File: src/rtl/pipe_pkg.sv
// Shared types and defaults for the pipeline hazard/sequencing controller.
package pipe_pkg;

    typedef enum logic [1:0] {
        RUN      = 2'd0,
        DRAIN    = 2'd1,
        REDIRECT = 2'd2
    } exc_state_t;

    localparam logic [1:0] PC_SEQ    = 2'd0;
    localparam logic [1:0] PC_BRANCH = 2'd1;
    localparam logic [1:0] PC_EXC    = 2'd2;
    localparam logic [1:0] PC_HOLD   = 2'd3;

    localparam int          DEF_MUL_LATENCY = 5;
    localparam logic [31:0] DEF_EXC_VECTOR  = 32'h0000_2000;

endpackage

File: src/rtl/pipeline_ctrl_if.sv
// Event inputs from the pipeline stages and the stall/flush/PC-select controls back to them.
interface pipeline_ctrl_if #(
    parameter int REG_ADDR_W = 5
);
    logic                  d_valid;
    logic [REG_ADDR_W-1:0] d_rs1;
    logic [REG_ADDR_W-1:0] d_rs2;
    logic                  d_use_rs1;
    logic                  d_use_rs2;
    logic                  d_is_mul;
    logic                  e_valid;
    logic [REG_ADDR_W-1:0] e_rd;
    logic                  e_is_load;
    logic                  e_branch_taken;
    logic                  icache_miss;
    logic                  dcache_miss;
    logic                  w_exception;
    logic                  sb_empty;

    logic                  stall_fd;
    logic                  flush_fd;
    logic                  stall_de;
    logic                  flush_de;
    logic                  stall_em;
    logic                  flush_em;
    logic [1:0]            pc_sel;
    logic                  mul_busy;
    logic [1:0]            exc_state;

    // master = pipeline side, slave = controller
    modport master (
        output d_valid, d_rs1, d_rs2, d_use_rs1, d_use_rs2, d_is_mul,
               e_valid, e_rd, e_is_load, e_branch_taken,
               icache_miss, dcache_miss, w_exception, sb_empty,
        input  stall_fd, flush_fd, stall_de, flush_de, stall_em, flush_em,
               pc_sel, mul_busy, exc_state
    );

    modport slave (
        input  d_valid, d_rs1, d_rs2, d_use_rs1, d_use_rs2, d_is_mul,
               e_valid, e_rd, e_is_load, e_branch_taken,
               icache_miss, dcache_miss, w_exception, sb_empty,
        output stall_fd, flush_fd, stall_de, flush_de, stall_em, flush_em,
               pc_sel, mul_busy, exc_state
    );
endinterface

File: src/rtl/pipeline_ctrl_hazard_detect.sv
// Combinational load-use comparator: a load in E whose result the instruction in D reads.
module hazard_detect #(
    parameter int REG_ADDR_W = 5
) (
    input  logic                  i_d_valid,
    input  logic [REG_ADDR_W-1:0] i_d_rs1,
    input  logic [REG_ADDR_W-1:0] i_d_rs2,
    input  logic                  i_d_use_rs1,
    input  logic                  i_d_use_rs2,
    input  logic                  i_e_valid,
    input  logic [REG_ADDR_W-1:0] i_e_rd,
    input  logic                  i_e_is_load,
    output logic                  o_load_use
);
    logic w_rs1_hit;
    logic w_rs2_hit;

    assign w_rs1_hit  = i_d_use_rs1 && (i_d_rs1 == i_e_rd);
    assign w_rs2_hit  = i_d_use_rs2 && (i_d_rs2 == i_e_rd);
    // x0 is hardwired zero, so a load targeting it never creates a dependency
    assign o_load_use = i_d_valid && i_e_valid && i_e_is_load && (i_e_rd != '0)
                        && (w_rs1_hit || w_rs2_hit);
endmodule

File: src/rtl/pipeline_ctrl.sv
// Hazard and sequencing controller for the 5-stage pipeline: stall/flush decode,
// multiply occupancy counter and the exception drain/redirect FSM.
module pipeline_ctrl
    import pipe_pkg::*;
#(
    parameter int          WORD_SIZE   = 32,
    parameter int          REG_ADDR_W  = 5,
    parameter int          MUL_LATENCY = DEF_MUL_LATENCY,
    parameter logic [31:0] EXC_VECTOR  = DEF_EXC_VECTOR
) (
    input  logic           clk,
    input  logic           reset,
    pipeline_ctrl_if.slave bus
);
    localparam int CNT_W = (MUL_LATENCY > 2) ? $clog2(MUL_LATENCY) : 1;
    localparam logic [CNT_W-1:0] MUL_LOAD = CNT_W'(MUL_LATENCY - 1);

    exc_state_t       r_state;
    logic [CNT_W-1:0] r_mul_cnt;
    logic             w_load_use;
    logic             w_mul_busy;
    logic             w_mul_issue;

    hazard_detect #(.REG_ADDR_W(REG_ADDR_W)) u_hazard (
        .i_d_valid   (bus.d_valid),
        .i_d_rs1     (bus.d_rs1),
        .i_d_rs2     (bus.d_rs2),
        .i_d_use_rs1 (bus.d_use_rs1),
        .i_d_use_rs2 (bus.d_use_rs2),
        .i_e_valid   (bus.e_valid),
        .i_e_rd      (bus.e_rd),
        .i_e_is_load (bus.e_is_load),
        .o_load_use  (w_load_use)
    );

    assign w_mul_busy    = (r_mul_cnt != '0);
    assign bus.mul_busy  = w_mul_busy;
    assign bus.exc_state = r_state;

    always_comb begin
        bus.stall_fd = 1'b0;
        bus.flush_fd = 1'b0;
        bus.stall_de = 1'b0;
        bus.flush_de = 1'b0;
        bus.stall_em = 1'b0;
        bus.flush_em = 1'b0;
        bus.pc_sel   = PC_SEQ;
        if (reset) begin
            bus.flush_fd = 1'b1;
            bus.flush_de = 1'b1;
            bus.flush_em = 1'b1;
            bus.pc_sel   = PC_HOLD;
        end else begin
            case (r_state)
                DRAIN: begin
                    bus.flush_fd = 1'b1;
                    bus.flush_de = 1'b1;
                    bus.flush_em = 1'b1;
                    bus.pc_sel   = PC_HOLD;
                end
                REDIRECT: begin
                    bus.flush_fd = 1'b1;
                    bus.pc_sel   = PC_EXC;
                end
                default: begin
                    if (bus.dcache_miss) begin
                        bus.stall_fd = 1'b1;
                        bus.stall_de = 1'b1;
                        bus.stall_em = 1'b1;
                        bus.pc_sel   = PC_HOLD;
                    end else if (bus.e_branch_taken) begin
                        bus.flush_fd = 1'b1;
                        bus.flush_de = 1'b1;
                        bus.pc_sel   = PC_BRANCH;
                    end else if (w_mul_busy) begin
                        bus.stall_fd = 1'b1;
                        bus.stall_de = 1'b1;
                        bus.flush_em = 1'b1;
                        bus.pc_sel   = PC_HOLD;
                    end else if (w_load_use) begin
                        bus.stall_fd = 1'b1;
                        bus.flush_de = 1'b1;
                        bus.pc_sel   = PC_HOLD;
                    end else if (bus.icache_miss) begin
                        bus.flush_fd = 1'b1;
                        bus.pc_sel   = PC_HOLD;
                    end
                end
            endcase
        end
    end

    assign w_mul_issue = bus.d_valid && bus.d_is_mul && !bus.stall_fd && !bus.flush_de;

    always_ff @(posedge clk) begin
        if (reset) begin
            r_state   <= RUN;
            r_mul_cnt <= '0;
        end else begin
            case (r_state)
                DRAIN: begin
                    r_mul_cnt <= '0;
                    if (bus.sb_empty && !bus.dcache_miss) r_state <= REDIRECT;
                end
                REDIRECT: begin
                    r_mul_cnt <= '0;
                    r_state   <= RUN;
                end
                default: begin
                    // an exception outranks everything, including a frozen multiply
                    if (bus.w_exception) begin
                        r_state   <= DRAIN;
                        r_mul_cnt <= '0;
                    end else if (!bus.dcache_miss) begin
                        if (w_mul_issue)     r_mul_cnt <= MUL_LOAD;
                        else if (w_mul_busy) r_mul_cnt <= r_mul_cnt - 1'b1;
                    end
                end
            endcase
        end
    end
endmodule

File: src/flat_wrapper.sv
// flat-port wrapper written by rule: the top's interface ports become plain ports
module pipeline_ctrl_flat import pipe_pkg::*;
#(
    parameter int          WORD_SIZE   = 32,
    parameter int          REG_ADDR_W  = 5,
    parameter int          MUL_LATENCY = DEF_MUL_LATENCY,
    parameter logic [31:0] EXC_VECTOR  = DEF_EXC_VECTOR
)
  (clk, reset, bus_d_valid, bus_d_rs1, bus_d_rs2, bus_d_use_rs1, bus_d_use_rs2, bus_d_is_mul, bus_e_valid, bus_e_rd, bus_e_is_load, bus_e_branch_taken, bus_icache_miss, bus_dcache_miss, bus_w_exception, bus_sb_empty, bus_stall_fd, bus_flush_fd, bus_stall_de, bus_flush_de, bus_stall_em, bus_flush_em, bus_pc_sel, bus_mul_busy, bus_exc_state);
  pipeline_ctrl_if #(.REG_ADDR_W(REG_ADDR_W)) bus_i ();
  input  logic clk;
  input  logic reset;
  input wire logic [$bits(bus_i.d_valid)-1:0] bus_d_valid;
  input wire logic [$bits(bus_i.d_rs1)-1:0] bus_d_rs1;
  input wire logic [$bits(bus_i.d_rs2)-1:0] bus_d_rs2;
  input wire logic [$bits(bus_i.d_use_rs1)-1:0] bus_d_use_rs1;
  input wire logic [$bits(bus_i.d_use_rs2)-1:0] bus_d_use_rs2;
  input wire logic [$bits(bus_i.d_is_mul)-1:0] bus_d_is_mul;
  input wire logic [$bits(bus_i.e_valid)-1:0] bus_e_valid;
  input wire logic [$bits(bus_i.e_rd)-1:0] bus_e_rd;
  input wire logic [$bits(bus_i.e_is_load)-1:0] bus_e_is_load;
  input wire logic [$bits(bus_i.e_branch_taken)-1:0] bus_e_branch_taken;
  input wire logic [$bits(bus_i.icache_miss)-1:0] bus_icache_miss;
  input wire logic [$bits(bus_i.dcache_miss)-1:0] bus_dcache_miss;
  input wire logic [$bits(bus_i.w_exception)-1:0] bus_w_exception;
  input wire logic [$bits(bus_i.sb_empty)-1:0] bus_sb_empty;
  output wire logic [$bits(bus_i.stall_fd)-1:0] bus_stall_fd;
  output wire logic [$bits(bus_i.flush_fd)-1:0] bus_flush_fd;
  output wire logic [$bits(bus_i.stall_de)-1:0] bus_stall_de;
  output wire logic [$bits(bus_i.flush_de)-1:0] bus_flush_de;
  output wire logic [$bits(bus_i.stall_em)-1:0] bus_stall_em;
  output wire logic [$bits(bus_i.flush_em)-1:0] bus_flush_em;
  output wire logic [$bits(bus_i.pc_sel)-1:0] bus_pc_sel;
  output wire logic [$bits(bus_i.mul_busy)-1:0] bus_mul_busy;
  output wire logic [$bits(bus_i.exc_state)-1:0] bus_exc_state;
  assign bus_i.d_valid = bus_d_valid;
  assign bus_i.d_rs1 = bus_d_rs1;
  assign bus_i.d_rs2 = bus_d_rs2;
  assign bus_i.d_use_rs1 = bus_d_use_rs1;
  assign bus_i.d_use_rs2 = bus_d_use_rs2;
  assign bus_i.d_is_mul = bus_d_is_mul;
  assign bus_i.e_valid = bus_e_valid;
  assign bus_i.e_rd = bus_e_rd;
  assign bus_i.e_is_load = bus_e_is_load;
  assign bus_i.e_branch_taken = bus_e_branch_taken;
  assign bus_i.icache_miss = bus_icache_miss;
  assign bus_i.dcache_miss = bus_dcache_miss;
  assign bus_i.w_exception = bus_w_exception;
  assign bus_i.sb_empty = bus_sb_empty;
  assign bus_stall_fd = bus_i.stall_fd;
  assign bus_flush_fd = bus_i.flush_fd;
  assign bus_stall_de = bus_i.stall_de;
  assign bus_flush_de = bus_i.flush_de;
  assign bus_stall_em = bus_i.stall_em;
  assign bus_flush_em = bus_i.flush_em;
  assign bus_pc_sel = bus_i.pc_sel;
  assign bus_mul_busy = bus_i.mul_busy;
  assign bus_exc_state = bus_i.exc_state;
  pipeline_ctrl #(.WORD_SIZE(WORD_SIZE), .REG_ADDR_W(REG_ADDR_W), .MUL_LATENCY(MUL_LATENCY), .EXC_VECTOR(EXC_VECTOR)) u_core (.clk(clk), .reset(reset), .bus(bus_i));
endmodule
File: config.mk
export PLATFORM = sky130hd
export DESIGN_NAME = pipeline_ctrl_flat
export DESIGN_NICKNAME = d
export VERILOG_FILES = /design/src/rtl/pipe_pkg.sv /design/src/rtl/pipeline_ctrl_if.sv /design/src/rtl/pipeline_ctrl_hazard_detect.sv /design/src/rtl/pipeline_ctrl.sv /design/src/flat_wrapper.sv
export SDC_FILE = /design/constraint.sdc
export NUM_CORES = 1
export LEC_CHECK = 0
export ABC_AREA = 1
export CORE_MARGIN = 10
export CORE_UTILIZATION = 35
export CTS_BUF_LIST = sky130_fd_sc_hd__clkbuf_4 sky130_fd_sc_hd__clkbuf_8
export DETAILED_ROUTE_END_ITERATION = 8
export GPL_ROUTABILITY_DRIVEN = 0
export GPL_TIMING_DRIVEN = 1
export PLACE_DENSITY = 0.85
export SLEW_MARGIN = 10
export SYNTH_ARGS = -nofsm -noshare
export SYNTH_HDL_FRONTEND = slang
export SYNTH_SLANG_ARGS = --single-unit
File: constraint.sdc
create_clock -name clk -period 1.65 [get_ports clk]
set_clock_uncertainty 0.1 [all_clocks]
set_input_delay 0.165 -clock clk [delete_from_list [all_inputs] [get_ports clk]]
set_output_delay 0.165 -clock clk [all_outputs]
set_load 0.005 [all_outputs]
[Yosys cells after proc, flatten, opt, wreduce, memory -nomap -nowiden]
Cells that the tools add are included.
Storage, ports and cells
  register bits: 5
  input port bits: 28
  output and inout port bits: 11
Cells by class
  add/sub/neg operators: 1
  eq/ne operators: 5
  mux-type cells: 41
  bitwise logic cells: 1
  reduce and logical (&&, ||, !) cells: 22
Operators with widths (count)
  $mux 1: 27
  $mux 2: 8
  $eq 5x5->1: 2
  $logic_and 1x1->1: 10
  $pmux 2 s2: 2
  $mux 3: 2
  $reduce_bool 3->1: 2
  $reduce_bool 5->1: 1
  $pmux 1 s2: 2
  $reduce_and 2->1: 2
  $reduce_or 4->1: 1
  $logic_not 1->1: 3
  $sub 3x1->3 const B: 1
  $eq 2x1->1 const B: 1
  $eq 2x2->1 const B: 1
  $ne 2x1->1 const B: 1
  $reduce_bool 2->1: 1
  $reduce_or 2->1: 1
  $logic_or 1x1->1: 1
  $not 1->1: 1

[Depth between registers and ports, before layout]
Gate-level depths: netlist (run 1).
  depth in word-level cells: 15
  depth in mapped cells: 15

[By module]
Synthesis (run 1) repeated with hierarchy kept, for this count alone.
Second synthesis, totals
  cell total of the unflattened synthesis: 130
  area, all modules: 723.2 um^2
Modules (own cells, without submodules)
  pipeline_ctrl: times used 1, cells an instance 74, area an instance 493.0 um^2
  hazard_detect: times used 1, cells an instance 56, area an instance 230.2 um^2

[Worst setup path after synthesis (run 1)]
Ideal clock, no wire load.
  kind: register to register
  from: register u_core.r_state[0], in the netlist u_core.bus.exc_state[0]
  to: register u_core.r_mul_cnt[2]
  setup time: 113 ps
  arrival: 1560 ps
  data required time: 1437 ps
  setup slack: -123 ps
  stages on the path, launching flop included: 13
  path buffers: 0
  clock period less this slack: 1773 ps
  cells stage by stage: dfxtp_1 -> inv_1 -> ha_1 -> inv_1 -> nor2_1 -> inv_1 -> nor2_1 -> inv_1 -> nand3_4 -> o21bai_4 -> nand2_2 -> nor2_1 -> nor2_1
Between the ends
  longest elaborated chain between the ends: 9
RTL lines
  from (decl): RTL line pipeline_ctrl.sv:18  | exc_state_t r_state;
  from (signal assigned): RTL line pipeline_ctrl.sv:97  | r_state <= RUN;
  from (signal assigned): RTL line pipeline_ctrl.sv:103  | if (bus.sb_empty && !bus.dcache_miss) r_state <= REDIRECT;
  from (signal assigned): RTL line pipeline_ctrl.sv:107  | r_state <= RUN;
  $eq 2x1->1 or $eq 2x2->1 (tied branches): RTL line pipeline_ctrl.sv:54, pipeline_ctrl.sv:100
  $reduce_or 2->1 (no line)
  $mux 1: RTL line pipeline_ctrl.sv:54  | case (r_state)
  $mux 1: RTL line pipeline_ctrl.sv:48  | if (reset) begin
  $logic_not 1->1: RTL line pipeline_ctrl.sv:93  | assign w_mul_issue = bus.d_valid && bus.d_is_mul && !bus.stall_fd && !bus.flush_de;
  $logic_and 1x1->1 (2 in series): RTL line pipeline_ctrl.sv:93
  $reduce_bool 2->1 (no line)
  $reduce_and 2->1 (no line)
  to (signal assigned): RTL line pipeline_ctrl.sv:116  | else if (w_mul_busy) r_mul_cnt <= r_mul_cnt - 1'b1;
  to (decl): RTL line pipeline_ctrl.sv:19  | logic [CNT_W-1:0] r_mul_cnt;
Several ways; a longest one is shown, not always the timed one.
A chain may end at the register's enable or synchronous reset.

[Final worst setup path (run 1)]
  from: register u_core.r_state[0], in the netlist u_core.bus.exc_state[0]
  to: output bus_flush_fd
Between the ends
  longest elaborated chain between the ends: 4
RTL lines
  $eq 2x1->1 or $eq 2x2->1 (tied branches): RTL line pipeline_ctrl.sv:54
  $reduce_or 2->1 (no line) *
  $mux 1 *: RTL line pipeline_ctrl.sv:54
  $mux 1 *: RTL line pipeline_ctrl.sv:48
  to (decl): RTL line flat_wrapper.sv:28  | output wire logic [$bits(bus_i.flush_fd)-1:0] bus_flush_fd;
Mark *: on every way between the ends. The rest lies on a longest branch, timed or not.

==> flow_metrics.tcl, run 1 <==
set metrics [dict create \
    status "finished with violations" \
    violations "setup timing" \
    antenna_found_initial 0 \
    num_io_pins 39 \
    ctsHtreeMaxLevel 1 \
    path_delay_family "simple AND/OR/NAND/NOR gates" \
    die_y_um 64.82 \
    reg2reg_to "u_core.r_mul_cnt[0]" \
    min_from "u_core.r_mul_cnt[0]" \
    routed_wl_um 3631 \
    fmax_ghz 0.5237 \
    synth_compound_area_share_pct 14.06 \
    port_buffers 38 \
    ant_nets 0 \
    path_cells "inv_2 > ha_4 > inv_6 > nor2_4 > inv_4 > nor2_4 > nand2_2 > nand2_2 > a21oi_2 > buf_2" \
    yosysSeqAreaShare_pct 14.23 \
    grt.total_usage_pct 14.44 \
    synth_xor_area_share_pct 1.246 \
    drtPass1Iterations 4 \
    synth-main-ff-cell "dfxtp_1" \
    viasPerCell 4.978 \
    overflow 0 \
    cp-end-kind "output pin" \
    fp.dieW_um 64.82 \
    hold_slack_ns 0.4530 \
    fillers 131 \
    synth_top_cell_area_share_pct 21.35 \
    multi_input_area_um2 640.6 \
    cts_sinks 5 \
    rsz0062_at_grt "yes" \
    final_layout_size_suffix_gt1_share_pct 44.39 \
    synthArstFlopShare_pct 0 \
    final_util_pct 79.12 \
    synth_edf_count 0 \
    syn_area_um2 703.2 \
    tightest_slew_ns 0.3165 \
    drc 0 \
    yosysWarnings 0 \
    worstRegToRegCells 12 \
    setup_viol 11 \
    max-cap-violations 0 \
    grt_first_pass_wirelength_um 4968 \
    root_buffer "clkbuf_4" \
    synthAdderAreaFrac_pct 7.117 \
    min_period_over_period_pct 115.7 \
    ys_top_cells_by_area "nand2_1, inv_1, dfxtp_1" \
    seq_area_um2 107.6 \
    ff2ff_setup_slack_ns -0.25 \
    critPathSlowestCell "dfxtp_2" \
    synth_simple_gate_area_share_pct 47.33 \
    grt_max_degree 8 \
    cts_buffers 3 \
    worstSetupPathType "flop to output pin" \
    num_rows 16 \
    worstPathRequired_ns 1.38 \
    synth_seq_cells 5 \
    min_path_cells 2 \
    leakage_nw 0.8162 \
    critPathArrivalTime_ns 1.64 \
    synth_mux_area_share_pct 0 \
    vias 1155 \
    path_clk_slew_ns 0.06 \
    critPathMaxStageDelay_ns 0.35 \
    syn-num-nets 163 \
    cp-start-kind "flop" \
    n_antenna_cell 0 \
    pre_cts_ws_ns -0.6659 \
    first_global_vias 1107 \
    yosys-top-cells-count "nand2_1, inv_1, nor2_1" \
    relSlewSlack_pct 78.83 \
    start_util_pct 36.21 \
    ys_types 19 \
    synth_area_leader_cell "nand2_1" \
    maxSlewViolCount 0 \
    avgSynthCellArea_um2 5.368 \
    die-area_um2 4202 \
    p_per_area_nw_per_um2 587.9 \
    dp_hpwl_um 2277 \
    cts_tree "yes" \
    min_period_ns 1.910 \
    wl_per_cell_um 15.65 \
    hold_path_end "u_core.r_mul_cnt[0]" \
    worstHoldPathType "flop to flop" \
    r2r_start "u_core.bus.exc_state[0]" \
    clockBufferDepth 2 \
    drt_iter0_drc 33 \
    synth_top_family_by_area "simple AND/OR/NAND/NOR gates" \
    layout_setup_ws_ns -0.2596 \
    syn_inst 131 \
    fin_nets 238 \
    worstSkewPairLatency_ns 0.27 \
    area_growth_pct 118.5 \
    hold_viol_final 0 \
    synth_most_common_cell "nand2_1" \
    path_buf_inv 4 \
    ir_worst_vdd_mv 0.5151 \
    worstPathMaxFanout 4 \
    core_area_um2 1942 \
]
how the worst max path moves through the flow:
stage | startpoint | to | slack, ns | cells after the start
2_1_floorplan | u_core.bus.exc_state[0] | u_core.r_mul_cnt[2] | 0.008 | 13
3_3_place_gp | bus_e_rd[1] | bus_pc_sel[0] | -0.58 | 12
3_5_place_dp | bus_e_rd[4] | bus_pc_sel[0] | -0.67 | 12
4_1_cts | u_core.bus.exc_state[0] | bus_flush_fd | -0.15 | 10
5_1_grt | u_core.bus.exc_state[0] | u_core.r_mul_cnt[2] | -0.32 | 14
6_report | u_core.bus.exc_state[0] | bus_flush_fd | -0.26 | 10
repair_timing:
action	in CTS	in global routing
setup buffers	5	11
hold endpoints to repair	0	0
hold buffers	0	0
gates resized for setup	70	39
endpoints found under the setup margin	14	13
pin swaps	10	21
report_power, final:
group	switching (mW)	internal, mW
registers	0.00806	0.130
logic	0.273	0.308
clock network	0.0748	0.109
total	0.356	0.548
logic make-up after synthesis:
kind of cell / count (synthesis)
fa+ha+maj: 4
simple gates: 76
compound gates: 15
flops: 5
xor+xnor: 1
buf+inv: 30
per-layer routing:
metal	share of wire (%)	global-route usage (%)
met5	0	0
met4	3.6	6.684
met3	5.8	2.921
met2	57	27.96
met1	34	14.23
state kept, by name, summed over array words and instances, names as in the netlist:
name                  flops
u_core.r_mul_cnt          3
u_core.bus.exc_state      2
stage by stage:
step           std cells  total power, mW  instance area [µm²]  TNS [ns]
4_1_cts              222           0.7542                 1350    -1.110
6_report             232           0.9032                 1536    -2.185
3_5_place_dp         213           0.5439                 1267    -5.079
3_3_place_gp         213           0.5321                 1267    -4.367
5_1_grt              232           0.9551                 1536    -2.818
2_1_floorplan        131           0.3077                725.7         0
layout make-up:
class                      instances  share of cell area [%]
clock buffer                       4                   1.954
timing repair buffer              70                   39.17
sequential                         5                   7.003
multi-input combinational         96                   41.69
tap                               27                   2.199
inverter                          30                   7.981
layout by cell type (no fill, tap or decap), drive strengths merged:
cell,instances
o21bai,2
clkbuf,6
dfxtp,5
dlygate4sd2,11
nand2,45
nor2,19
buf,40
xnor2,1
nand3,8
nor3,2
nand4,2
clkdlybuf4s15,1
ha,4
o31ai,2
a21oi,5
o21ai,5
clkdlybuf4s50,12
a211oi,1
inv,30
dlymetal6s2s,4
worst reg2reg max path: stages (launching register included):
cell and delay, ns:
dfxtp_2 0.35, inv_2 0.05, ha_4 0.29, inv_6 0.05, nor2_4 0.12, inv_4 0.08, nor2_4 0.11, nand2_2 0.08
buf_4 0.14, nand3_4 0.07, o21bai_4 0.09, a21oi_1 0.17, nor2_1 0.08
Power figures use the tool's default switching activity.
==> inputs of run 2 (changes only) <==
==> constraint.sdc (replaced) <==
create_clock -name clk -period 1.65 [get_ports clk]
set_clock_uncertainty 0.1 [all_clocks]
set_input_delay 0.165 -clock clk [delete_from_list [all_inputs] [get_ports clk]]
set_output_delay 0.165 -clock clk [all_outputs]
set_load 0.02 [all_outputs]
==> flow_metrics.tcl, run 2 (synthesis results as in run 1) <==
set metrics [dict create \
    status "finished with violations" \
    violations "setup timing" \
    grt_first_pass_wirelength_um 4574 \
    n_antenna_cell 0 \
    worstRegToRegCells 14 \
    tightest_slew_ns 0.3703 \
    port_buffers 38 \
    clockBufferDepth 2 \
    final_area_um2 1485 \
    fmax_ghz 0.5207 \
    critPathSlowestCell "clkdlybuf4s50_1" \
    cp-end-kind "output pin" \
    hold_viol_final 0 \
    reg2reg_to "u_core.r_mul_cnt[2]" \
    critPathArrivalTime_ns 1.66 \
    ctsHtreeMaxLevel 1 \
    max_flop_register "u_core.r_mul_cnt" \
    rsz0062_at_grt "yes" \
    core_area_um2 1942 \
    dr_wl_met3_um 127 \
    worstSkewPairLatency_ns 0.26 \
    setup_viol 11 \
    wl_per_cell_um 14.46 \
    dp_hpwl_um 2155 \
    worstHoldPathType "flop to flop" \
    die_y_um 64.82 \
    fp.dieW_um 64.82 \
    min_from "u_core.r_mul_cnt[0]" \
    relSlewSlack_pct 75.06 \
    ff2ff_setup_slack_ns -0.20 \
    drtPass1Iterations 4 \
    dpl-instance-area_um2 1308 \
    worstSetupPathType "primary input to output pin" \
    worstPathRequired_ns 1.38 \
    wl_met2_um 1874 \
    leakage_nw 0.7582 \
    ant_nets 0 \
    cts_sinks 5 \
    p_int_mw 0.5378 \
    min_period_over_period_pct 116.4 \
    path_cells "clkdlybuf4s50_1 > nand2_1 > nand2_1 > nor2_1 > nand3_1 > nand2_1 > nand2_2 > nand3_2 > nor3_1 > o21ai_1 > buf_2" \
    num_io_pins 39 \
    setup_tns_ns -2.153 \
    cp-start-kind "primary input" \
    cts_buffers 3 \
    p_per_area_nw_per_um2 609.3 \
    final_util_pct 76.48 \
    r2r_start "u_core.bus.exc_state[0]" \
    overflow 0 \
    ir_worst_vdd_mv 0.6600 \
    max-cap-violations 0 \
    path_buf_inv 2 \
    worstPathMaxFanout 3 \
    pwr-share-seq_pct 15.6 \
    maxSlewViolCount 0 \
    hold_path_end "u_core.r_mul_cnt[0]" \
    final_common_cell "nand2_1" \
    grt_max_degree 8 \
    pre_cts_ws_ns -0.6952 \
    final_cell_mix "nand2_1, buf_4, inv_1" \
    critPathMaxStageDelay_ns 0.50 \
    path_delay_family "simple AND/OR/NAND/NOR gates" \
    num_rows 16 \
    cts_tree "yes" \
    drt_iter0_drc 22 \
    start_util_pct 36.21 \
    root_buffer "clkbuf_4" \
    power.switching_mw 0.3671 \
    area_growth_pct 111.2 \
    routed_wl_um 3283 \
    final_layout_size_suffix_gt1_share_pct 39.00 \
    first_global_vias 1041 \
    combPwrFrac_pct 65.4 \
    critPathMostFrequentCell "nand2_1" \
    largest_reg_flops 3 \
    antenna_found_initial 0 \
    fin_nets 233 \
    path_clk_slew_ns 0.04 \
    viasPerCell 4.925 \
    grt.total_usage_pct 13.33 \
    die-area_um2 4202 \
    clkPwrFrac_pct 18.9 \
    min_path_cells 2 \
    fillers 149 \
    layout_setup_ws_ns -0.2706 \
    highest_layer "met4" \
    drc 0 \
    switching_share_pct 40.57 \
    min_period_ns 1.921 \
    wirelength_met1_um 1149 \
    finalPower_mw 0.9049 \
    vias 1118 \
]
==> run 2: cell types whose count changed in the layout (fill, tap and decap cells not counted), moves of 2 or more <==
| cell | delta |
|---|---|
| inv_2 | -3 |
| inv_1 | +2 |
| nand3_1 | -2 |
| dlymetal6s2s_1 | -4 |
| ha_4 | -2 |
| clkdlybuf4s50_1 | +4 |
| buf_2 | -5 |
| nor2_1 | +2 |
| nor2_2 | -2 |
| nand3_2 | +2 |
| clkbuf_2 | -2 |
| ha_2 | +2 |
| dlygate4sd2_1 | +2 |
==> run 2: worst register-to-register path: stages, from the launching register on <==
cell and delay, ns:
dfxtp_4 0.36, inv_4 0.04, ha_4 0.28, inv_6 0.05
nor2_4 0.13, inv_4 0.07, nor2_4 0.11, inv_2 0.07
buf_4 0.14, nand3_4 0.09, o21bai_4 0.09, nand2_2 0.09
nand2_1 0.05, nand2_1 0.05, nor2_1 0.04
==> run 2: power by group through the flow <==
stage,registers (mW),logic (mW),clock network (mW)
floorplan,0.150,0.222,0
global placement,0.140,0.454,0
detailed placement,0.141,0.466,0
CTS,0.140,0.521,0.178
global route,0.142,0.625,0.185
finish,0.141,0.592,0.171
==> run 2: routing by layer <==
| layer | up-vias | global-route usage, % |
|---|---|---|
| met1 | 513 | 12.79 |
| li1 | 544 | - |
| met2 | 45 | 27.71 |
| met4 | 0 | 3.209 |
| met5 | - | 0 |
| met3 | 16 | 2.577 |
==> run 2: area by class of cell <==
| class | instances | area (µm²) | area share [%] |
|---|---|---|---|
| Tap cell | 27 | 33.78 | 2.275 |
| Clock buffer | 4 | 30.03 | 2.022 |
| Inverter | 30 | 125.1 | 8.425 |
| Timing Repair Buffer | 65 | 574.3 | 38.67 |
| Sequential cell | 5 | 106.4 | 7.161 |
| Multi-Input combinational cell | 96 | 615.6 | 41.45 |
==> run 2: worst max path at each step <==
stage / slack [ns] / startpoint / depth (start not counted) / endpoint
global route: -0.33 / bus_d_rs1[3] / 11 / bus_pc_sel[0]
global placement: -0.68 / bus_e_rd[0] / 12 / bus_pc_sel[0]
floorplan: -0.07 / u_core.bus.exc_state[0] / 13 / u_core.r_mul_cnt[2]
finish: -0.27 / bus_d_rs1[3] / 11 / bus_pc_sel[0]
CTS: -0.18 / u_core.bus.exc_state[0] / 10 / bus_flush_fd
detailed placement: -0.70 / bus_e_rd[1] / 12 / bus_pc_sel[0]
==> run 2: repair_timing <==
item | 4_1_cts | 5_1_grt
hold buffers | 0 | 0
gates resized for setup | 78 | 12
setup buffers | 4 | 5
setup endpoints to repair | 14 | 14
pin swaps | 13 | 14
hold endpoints to repair | 0 | 0
==> run 2: per-stage QoR <==
step	instances	hold WS [ns]
4_1_cts	222	0.3678
5_1_grt	227	0.3935
6_report	227	0.3783
3_5_place_dp	214	0.3685
3_3_place_gp	214	0.3603
2_1_floorplan	131	0.1267
